$ cat config.mk
export PLATFORM = sky130hd
export DESIGN_NAME = sad_trigger_sequencer_flat
export DESIGN_NICKNAME = d
export VERILOG_FILES = /design/src/rtl/sad_trigger_sequencer_if.sv /design/src/rtl/sad_trigger_sequencer.sv /design/src/flat_wrapper.sv
export SDC_FILE = /design/constraint.sdc
export NUM_CORES = 1
export LEC_CHECK = 0
export ABC_AREA = 0
export CORE_MARGIN = 4
export CORE_UTILIZATION = 57
export CTS_CLUSTER_SIZE = 8
export DETAILED_ROUTE_END_ITERATION = 16
export PLACE_DENSITY_LB_ADDON = 0.25
export SLEW_MARGIN = 10
export SYNTH_ARGS = -nofsm -noshare
export SYNTH_HDL_FRONTEND = slang
export SYNTH_SLANG_ARGS = --single-unit
$ cat constraint.sdc
create_clock -name clk_adc -period 3.65 [get_ports clk_adc]
set_input_delay 0.73 -clock clk_adc [delete_from_list [all_inputs] [get_ports clk_adc]]
set_output_delay 0.73 -clock clk_adc [all_outputs]
set_load 0.02 [all_outputs]
$ cat src/rtl/sad_trigger_sequencer_if.sv
// Control/status bundle between the capture controller and the SAD trigger sequencer.
// The master drives arm, match and configuration; the slave returns flush, trigger and status.
`timescale 1ns/1ps
interface sad_trigger_sequencer_if #(
    parameter int pCOUNT_WIDTH = 8
);
    logic                    armed_and_ready;
    logic                    sad_match;
    logic                    cfg_short;
    logic                    cfg_multiple;
    logic [3:0]              cfg_trig_width;
    logic                    status_clear;
    logic                    flush;
    logic                    trigger;
    logic                    triggered;
    logic [pCOUNT_WIDTH-1:0] trigger_count;
    logic [2:0]              state;

    modport master (
        output armed_and_ready, sad_match, cfg_short, cfg_multiple, cfg_trig_width, status_clear,
        input  flush, trigger, triggered, trigger_count, state
    );

    modport slave (
        input  armed_and_ready, sad_match, cfg_short, cfg_multiple, cfg_trig_width, status_clear,
        output flush, trigger, triggered, trigger_count, state
    );
endinterface

$ cat src/rtl/sad_trigger_sequencer.sv
// Sequences window fill, match-triggered pulse and holdoff for a SAD pattern trigger.
// All outputs registered; trigger rises one cycle after a sampled match, no backpressure.
`timescale 1ns/1ps
module sad_trigger_sequencer #(
    parameter int pREF_SAMPLES = 32,
    parameter int pCOUNT_WIDTH = 8
) (
    input  logic                    clk_adc,
    input  logic                    reset_n,
    sad_trigger_sequencer_if.slave  bus
);

    localparam int CW = $clog2(pREF_SAMPLES) + 1;
    localparam logic [CW-1:0] LFULL_M1  = CW'(pREF_SAMPLES - 1);
    localparam logic [CW-1:0] LSHORT_M1 = CW'(pREF_SAMPLES / 2 - 1);

    typedef enum logic [2:0] {
        ST_IDLE    = 3'd0,
        ST_FILL    = 3'd1,
        ST_ACTIVE  = 3'd2,
        ST_PULSE   = 3'd3,
        ST_HOLDOFF = 3'd4,
        ST_DONE    = 3'd5
    } state_t;

    state_t                  r_state;
    state_t                  w_next;
    logic [CW-1:0]           r_win_cnt;
    logic [3:0]              r_pulse_cnt;
    logic [3:0]              r_width;
    logic                    r_short;
    logic                    r_multiple;
    logic                    r_flush;
    logic                    r_trigger;
    logic                    r_triggered;
    logic [pCOUNT_WIDTH-1:0] r_count;

    logic                    w_win_done;
    logic                    w_pulse_done;
    logic                    w_arm_entry;
    logic                    w_pulse_entry;

    // FILL and HOLDOFF share one window counter; it restarts on every state change.
    assign w_win_done    = (r_win_cnt == (r_short ? LSHORT_M1 : LFULL_M1));
    assign w_pulse_done  = (r_pulse_cnt == r_width);
    assign w_arm_entry   = (r_state == ST_IDLE) && (w_next == ST_FILL);
    assign w_pulse_entry = (r_state != ST_PULSE) && (w_next == ST_PULSE);

    always_ff @(posedge clk_adc or negedge reset_n) begin
        if (!reset_n) begin
            r_state <= ST_IDLE;
        end else begin
            r_state <= w_next;
        end
    end

    always_comb begin
        w_next = r_state;
        case (r_state)
            ST_IDLE: begin
                if (bus.armed_and_ready) w_next = ST_FILL;
            end
            ST_FILL: begin
                if (!bus.armed_and_ready) w_next = ST_IDLE;
                else if (w_win_done)      w_next = ST_ACTIVE;
            end
            ST_ACTIVE: begin
                if (!bus.armed_and_ready) w_next = ST_IDLE;
                else if (bus.sad_match)   w_next = ST_PULSE;
            end
            ST_PULSE: begin
                if (!bus.armed_and_ready) w_next = ST_IDLE;
                else if (w_pulse_done)    w_next = r_multiple ? ST_HOLDOFF : ST_DONE;
            end
            ST_HOLDOFF: begin
                if (!bus.armed_and_ready) w_next = ST_IDLE;
                else if (w_win_done)      w_next = ST_ACTIVE;
            end
            ST_DONE: begin
                if (!bus.armed_and_ready) w_next = ST_IDLE;
            end
            default: w_next = ST_IDLE;
        endcase
    end

    // Outputs decode the next state so they line up with the state register.
    always_ff @(posedge clk_adc or negedge reset_n) begin
        if (!reset_n) begin
            r_win_cnt   <= '0;
            r_pulse_cnt <= '0;
            r_width     <= '0;
            r_short     <= 1'b0;
            r_multiple  <= 1'b0;
            r_flush     <= 1'b1;
            r_trigger   <= 1'b0;
            r_triggered <= 1'b0;
            r_count     <= '0;
        end else begin
            r_flush   <= (w_next == ST_IDLE);
            r_trigger <= (w_next == ST_PULSE);

            if (w_next != r_state) begin
                r_win_cnt   <= '0;
                r_pulse_cnt <= '0;
            end else begin
                if ((r_state == ST_FILL) || (r_state == ST_HOLDOFF)) r_win_cnt <= r_win_cnt + 1'b1;
                if (r_state == ST_PULSE) r_pulse_cnt <= r_pulse_cnt + 1'b1;
            end

            if (w_arm_entry) begin
                r_short    <= bus.cfg_short;
                r_multiple <= bus.cfg_multiple;
            end

            // A clear landing on the same edge as a new trigger still records that trigger.
            if (w_pulse_entry) begin
                r_width     <= bus.cfg_trig_width;
                r_triggered <= 1'b1;
                if (bus.status_clear)    r_count <= pCOUNT_WIDTH'(1);
                else if (r_count != '1)  r_count <= r_count + 1'b1;
            end else if (bus.status_clear) begin
                r_triggered <= 1'b0;
                r_count     <= '0;
            end
        end
    end

    assign bus.flush         = r_flush;
    assign bus.trigger       = r_trigger;
    assign bus.triggered     = r_triggered;
    assign bus.trigger_count = r_count;
    assign bus.state         = r_state;

endmodule

$ cat src/flat_wrapper.sv
// flat-port wrapper written by rule: the top's interface ports become plain ports
module sad_trigger_sequencer_flat 
#(
    parameter int pREF_SAMPLES = 32,
    parameter int pCOUNT_WIDTH = 8
)
  (clk_adc, reset_n, bus_armed_and_ready, bus_sad_match, bus_cfg_short, bus_cfg_multiple, bus_cfg_trig_width, bus_status_clear, bus_flush, bus_trigger, bus_triggered, bus_trigger_count, bus_state);
  sad_trigger_sequencer_if #(.pCOUNT_WIDTH(pCOUNT_WIDTH)) bus_i ();
  input  logic clk_adc;
  input  logic reset_n;
  input wire logic [$bits(bus_i.armed_and_ready)-1:0] bus_armed_and_ready;
  input wire logic [$bits(bus_i.sad_match)-1:0] bus_sad_match;
  input wire logic [$bits(bus_i.cfg_short)-1:0] bus_cfg_short;
  input wire logic [$bits(bus_i.cfg_multiple)-1:0] bus_cfg_multiple;
  input wire logic [$bits(bus_i.cfg_trig_width)-1:0] bus_cfg_trig_width;
  input wire logic [$bits(bus_i.status_clear)-1:0] bus_status_clear;
  output wire logic [$bits(bus_i.flush)-1:0] bus_flush;
  output wire logic [$bits(bus_i.trigger)-1:0] bus_trigger;
  output wire logic [$bits(bus_i.triggered)-1:0] bus_triggered;
  output wire logic [$bits(bus_i.trigger_count)-1:0] bus_trigger_count;
  output wire logic [$bits(bus_i.state)-1:0] bus_state;
  assign bus_i.armed_and_ready = bus_armed_and_ready;
  assign bus_i.sad_match = bus_sad_match;
  assign bus_i.cfg_short = bus_cfg_short;
  assign bus_i.cfg_multiple = bus_cfg_multiple;
  assign bus_i.cfg_trig_width = bus_cfg_trig_width;
  assign bus_i.status_clear = bus_status_clear;
  assign bus_flush = bus_i.flush;
  assign bus_trigger = bus_i.trigger;
  assign bus_triggered = bus_i.triggered;
  assign bus_trigger_count = bus_i.trigger_count;
  assign bus_state = bus_i.state;
  sad_trigger_sequencer #(.pREF_SAMPLES(pREF_SAMPLES), .pCOUNT_WIDTH(pCOUNT_WIDTH)) u_core (.clk_adc(clk_adc), .reset_n(reset_n), .bus(bus_i));
endmodule
==> results.ini, run 1 <==
[critical_path]
crit_arrival_ns=2.62
worst-endpoint-required_ns=3.88
startpoint_type=primary input
path_max_fanout=11
crit_family=simple AND/OR/NAND/NOR gates
crit_slowest_cell=clkdlybuf4s50_1
cp.buffers_inverters=1
max_stage_delay_ns=0.63
cp-end-kind=register
path_cells=clkdlybuf4s50_1 -> nor2b_1 -> nand3_1 -> nor2_1 -> a21oi_1 -> a311oi_1
path_class=primary input to register

[yosys]
synth_flop_cell=dfrtp_1
yosysMostFrequentCell=dfrtp_1
synth.area.top_cells=dfrtp_1 (46%), nand2_1 (5.4%), xor2_1 (5.0%), nor2_1 (3.6%), nand3_1 (3.5%)
ys_ff_latch=30
ys_seq_area_share_pct=47.43
synth_compound_area_share_pct=12.55
syn_area_um2=1585
netlist_instances=167
avgSynthCellArea_um2=9.493
synthAdderAreaFrac_pct=2.368
synth_top_family_by_area=simple AND/OR/NAND/NOR gates
synth_edf_count=0
yosysTopAreaCell=dfrtp_1
synth_cell_types=42
synth_mux_area_share_pct=2.052
synth-simple-area-share_pct=24.63
yosys.area.top_type_share_pct=45.78
netlist_top_cells_count=dfrtp_1 (29), nand2_1 (23), nor2_1 (15)
synth_nets=181
synth-async-reset-ratio_pct=100.0
ys.warnings.count=0
synthXorXnorAreaFrac_pct=7.735

[run]
drv_cap=0

[power_and_ir_drop]
p_sw_share_pct=23.92
pwr-share-clk_pct=31.5
p_int_uw=441.0
peakVddDrop_mv=0.2924
power.switching_uw=138.7
leakage_nw=0.8172
cellPowerDensity_nw_per_um2=308.5
finalPower_uw=579.7
pwr-share-seq_pct=59.9
pwr-share-comb_pct=8.6

[clock_network]
root_buffer=clkbuf_4
ctsHoldBuffers=0
cts_buffers=5
clock_latency_ns=0.32
post_cts_resized=0
clk_pin_slew_ns=0.09
htreeDepth=2
cts_buffer_depth=2
cts_setup_buffers=0
cts_sinks=30
cts_tree=done

[sta]
report.final.slew_viol_count=0
post-route-period-util_pct=65.45
min_period_ns=2.389
max_freq_mhz=418.6
timing.slew.headroom_pct=58.62
setup_ws_ns=1.261
tightest_slew_ns=0.6159
tns_ns=0
finalSetupViolations=0
grt_setup_unrepaired=false
worst_hold_slack_ns=0.5298
final.setup_skew_ns=0.002403
hold_viol_final=0

[placed_design]
placed_cells=214
port_buffers=24
dp_hpwl_um=2333
place_ws_ns=0.9319
gp_congestion=0.8019

[floorplan]
die_y_um=60.74
pin_count=25
die-area_um2=3689
die_w_um=60.74
fp-row-count=18
start_util_pct=61.74
coreArea_um2=2567

[global_route]
grt_max_degree=31
grt_remaining_overflow=0
track_usage_pct=19.35
grt_pass1_vias=1246
antenna_found_initial=0
grt_pass1_wl_um=5237

[cells_and_area]
syn_to_final_growth_pct=18.55
fillers=209
diodes=0
nNetsFinal=205
stdcell_count=222
final_layout_size_suffix_gt1_share_pct=7.292

[drt]
via_count=1275
avgRoutedWirePerCell_um=14.19
ant_nets=0
drc=0
drt_pass1_iterations=4
dr.first_iter.drc_count=38
viasPerCell=5.743
wl_um=3150

[outcome]
status=finished clean

[hold_path]
holdCritPathClass=register to register

==> per-layer routing <==
metal	global-route usage (%)	wire length, um
met1	21.22	1349
met2	33.89	1550
met3	6.170	179
met4	8.978	71
met5	0	0
==> logic make-up after synthesis <==
family,Yosys count
simple gates,76
fa+ha+maj,3
buf+inv,11
compound gates,30
mux,3
flops,30
xor+xnor,14
==> cell usage in the layout (no fill, tap or decap), drive strengths merged, types with 2 or more instances in the layout <==
cell type,n
a311oi,2
ha,3
inv,3
clkdlybuf4s50,24
o21ai,7
nand2b,2
xor2,9
nor3,5
mux2,2
nor4,2
clkbuf,8
nor2b,5
nand2,23
a31oi,3
o21bai,2
xnor2,5
o311ai,2
a21boi,2
nand4,3
nand3,11
nor2,16
and2,3
dfrtp,29
a21oi,7
==> power groups by stage <==
stage          Clock [mW]  Combinational [mW]  Sequential, mW
6_report            0.182              0.0497           0.348
5_1_grt             0.205              0.0553           0.349
4_1_cts             0.187              0.0502           0.348
3_5_place_dp            0              0.0499           0.354
3_3_place_gp            0              0.0488           0.353
2_1_floorplan           0              0.0256           0.353
==> per-stage QoR <==
step	cell area, um^2	utilization, %
after floorplan	1585	-
after global placement	1831	71.30
after detailed placement	1831	71.30
after CTS	1879	73.20
after global routing	1879	73.20
final	1879	73.20
==> area by class of cell <==
type                    instances  area [um^2]  share of cell area, %
repair buffers                 25        247.7                  13.18
inverters                       3        11.26                 0.5992
clock buffers                   8        48.80                  2.597
multi-input cells             126        782.0                  41.61
well taps                      30        37.54                  1.997
flip-flops and latches         30        752.0                  40.01
==> state kept, by name (all words and copies together) (netlist names) <==
register                  cells
u_core.r_multiple             1
u_core.r_pulse_cnt            4
u_core.bus.trigger            1
u_core.bus.state              3
u_core.r_width                4
u_core.r_win_cnt              6
u_core.bus.trigger_count      8
u_core.bus.triggered          1
u_core.r_short                1
u_core.bus.flush              1
==> worst paths after layout <==
kind                                             start                           to  slack [ns]  depth (start not counted)
setup reg to reg                   u_core.bus.state[1]  u_core.bus.trigger_count[7]        1.58                          5
hold / removal             u_core.bus.trigger_count[5]  u_core.bus.trigger_count[5]        0.53                          1
setup / recovery                   bus_armed_and_ready  u_core.bus.trigger_count[7]        1.26                          6
hold reg to reg            u_core.bus.trigger_count[5]  u_core.bus.trigger_count[5]        0.53                          1
min in group asynchronous                      reset_n           u_core.bus.trigger        0.79                          2
max in group asynchronous                      reset_n             u_core.bus.flush        2.55                          2
Power figures use the tool's default switching activity.
==> run 2: changes to the inputs <==
--- a/config.mk
+++ b/config.mk
@@ -7,7 +7,7 @@
 export LEC_CHECK = 0
 export ABC_AREA = 0
 export CORE_MARGIN = 4
-export CORE_UTILIZATION = 57
+export CORE_UTILIZATION = 53
 export CTS_CLUSTER_SIZE = 8
 export DETAILED_ROUTE_END_ITERATION = 16
 export PLACE_DENSITY_LB_ADDON = 0.25
==> constraint.sdc (replaced) <==
create_clock -name clk_adc -period 2.5 [get_ports clk_adc]
set_input_delay 0.5 -clock clk_adc [delete_from_list [all_inputs] [get_ports clk_adc]]
set_output_delay 0.5 -clock clk_adc [all_outputs]
set_load 0.02 [all_outputs]
==> run 2 against run 1 <==
Effect of this change: global-route usage down 1.5 points; non-clock buffer count grew 2; worst hold slack got worse by 0.026 ns; total power grew 52%; via count increased by 2.6%; highest routed layer unchanged; register-to-register slack worse by 1.1 ns; flip-flop and latch count is the same; combinational power up 52%; design area is 1.4% higher; final cell count rose by 1.4%; clock skew is 0.014 ns higher; sequential power rose by 46%; critical endpoint is now bus_state[0].
==> results.ini, run 2 (same netlist as run 1, synthesis figures left out) <==
[clock_network]
ctsHoldBuffers=0
cts_sinks=30
cts_tree=done
htreeDepth=2
cts_setup_buffers=0
root_buffer=clkbuf_4
cts_buffers=5
clk_pin_slew_ns=0.09
clock_latency_ns=0.34
cts_buffer_depth=2
post_cts_resized=0

[sta]
tns_ns=0
setup_ws_ns=0.3809
finalSetupViolations=0
max_freq_mhz=471.9
tightest_slew_ns=0.6073
timing.slew.headroom_pct=59.20
min_period_ns=2.119
post-route-period-util_pct=84.76
hold_viol_final=0
worst_hold_slack_ns=0.5043
report.final.slew_viol_count=0
final.setup_skew_ns=0.01647
grt_setup_unrepaired=false

[floorplan]
die_w_um=62.69
die_y_um=62.69
die-area_um2=3930
coreArea_um2=2805
start_util_pct=56.51
fp-row-count=19
pin_count=25

[global_route]
track_usage_pct=17.89
grt_pass1_vias=1237
antenna_found_initial=0
met3_usage_pct=7.014
grt_pass1_wl_um=5526
grt_remaining_overflow=0
met2_usage_pct=26.76
grtUsageMet1_pct=22.94
grt_max_degree=31
busiest_layer=met2

[critical_path]
cp-end-kind=output pin
crit_arrival_ns=1.62
startpoint_type=register
worst-endpoint-required_ns=2.00
path_class=register to output pin
crit_family=buffers and inverters
max_stage_delay_ns=0.69
critPathLaunch=u_core.bus.state[0]
crit_slowest_cell=clkdlybuf4s50_1
path_max_fanout=16
r2r-start=u_core.bus.state[1]
path_cells=clkdlybuf4s50_1
cp.buffers_inverters=1

[power_and_ir_drop]
finalPower_uw=882.1
leakage_nw=0.8322
cellPowerDensity_nw_per_um2=462.9
peakVddDrop_mv=0.3916

[run]
drv_cap=0

[cells_and_area]
final_common_cell=dfrtp_1
fin_util_pct=67.93
final_layout_size_suffix_gt1_share_pct=8.763
nNetsFinal=207
largest_reg_flops=8
diodes=0
layout_common_cells=dfrtp_1 (29), clkdlybuf4s50_1 (24), nand2_1 (23)
syn_to_final_growth_pct=20.21

[drt]
via_count=1308
wl_um=3174
drt_pass1_iterations=4
avgRoutedWirePerCell_um=14.11
drc=0
ant_nets=0
viasPerCell=5.813
dr.first_iter.drc_count=110

[hold_path]
min-delay-start=u_core.r_width[3]
holdCritPathClass=register to register

[outcome]
status=finished clean

[placed_design]
gp_congestion=0.8854
port_buffers=24
dp_hpwl_um=2329
place_ws_ns=0.3070

## run 2: cell types whose count changed in the layout (fill, tap and decap cells not counted)
cell,previous run,this run
buf_4,1,3
clkbuf_1,3,2
clkbuf_8,0,1
## run 2: worst paths after layout
path | to | slack [ns] | depth (start not counted)
setup / recovery | bus_state[0] | 0.38 | 1
hold / removal | u_core.r_width[3] | 0.50 | 2
setup reg to reg | u_core.bus.trigger_count[7] | 0.52 | 6
hold reg to reg | u_core.r_width[3] | 0.50 | 2
max in group asynchronous | u_core.bus.flush | 1.64 | 2
min in group asynchronous | u_core.r_multiple | 0.54 | 2
## run 2: per-layer routing
metal | vias up | part of all wire [%]
met5 | - | 0
met4 | 0 | 2.2
met3 | 8 | 5.9
met2 | 37 | 48
met1 | 630 | 44
li1 | 633 | -
## run 2: power by group
group	switching [mW]	leakage [nW]	total (mW)	internal [mW]
logic	0.0380	0.392	0.0753	0.0373
registers	0.0107	0.408	0.507	0.496
clock network	0.162	0.0326	0.300	0.139
## run 2: stage by stage
step | std cells | area (um^2)
3_5_place_dp | 217 | 1847
6_report | 225 | 1906
4_1_cts | 225 | 1906
5_1_grt | 225 | 1906
2_1_floorplan | 167 | 1585
3_3_place_gp | 217 | 1847
## run 2: cell type report
type	instances	area (um^2)
fillers	243	899.6
multi-input cells	126	782.0
flip-flops and latches	30	752.0
repair buffers	27	262.8
clock buffers	8	58.81
well taps	31	38.79
inverters	3	11.26
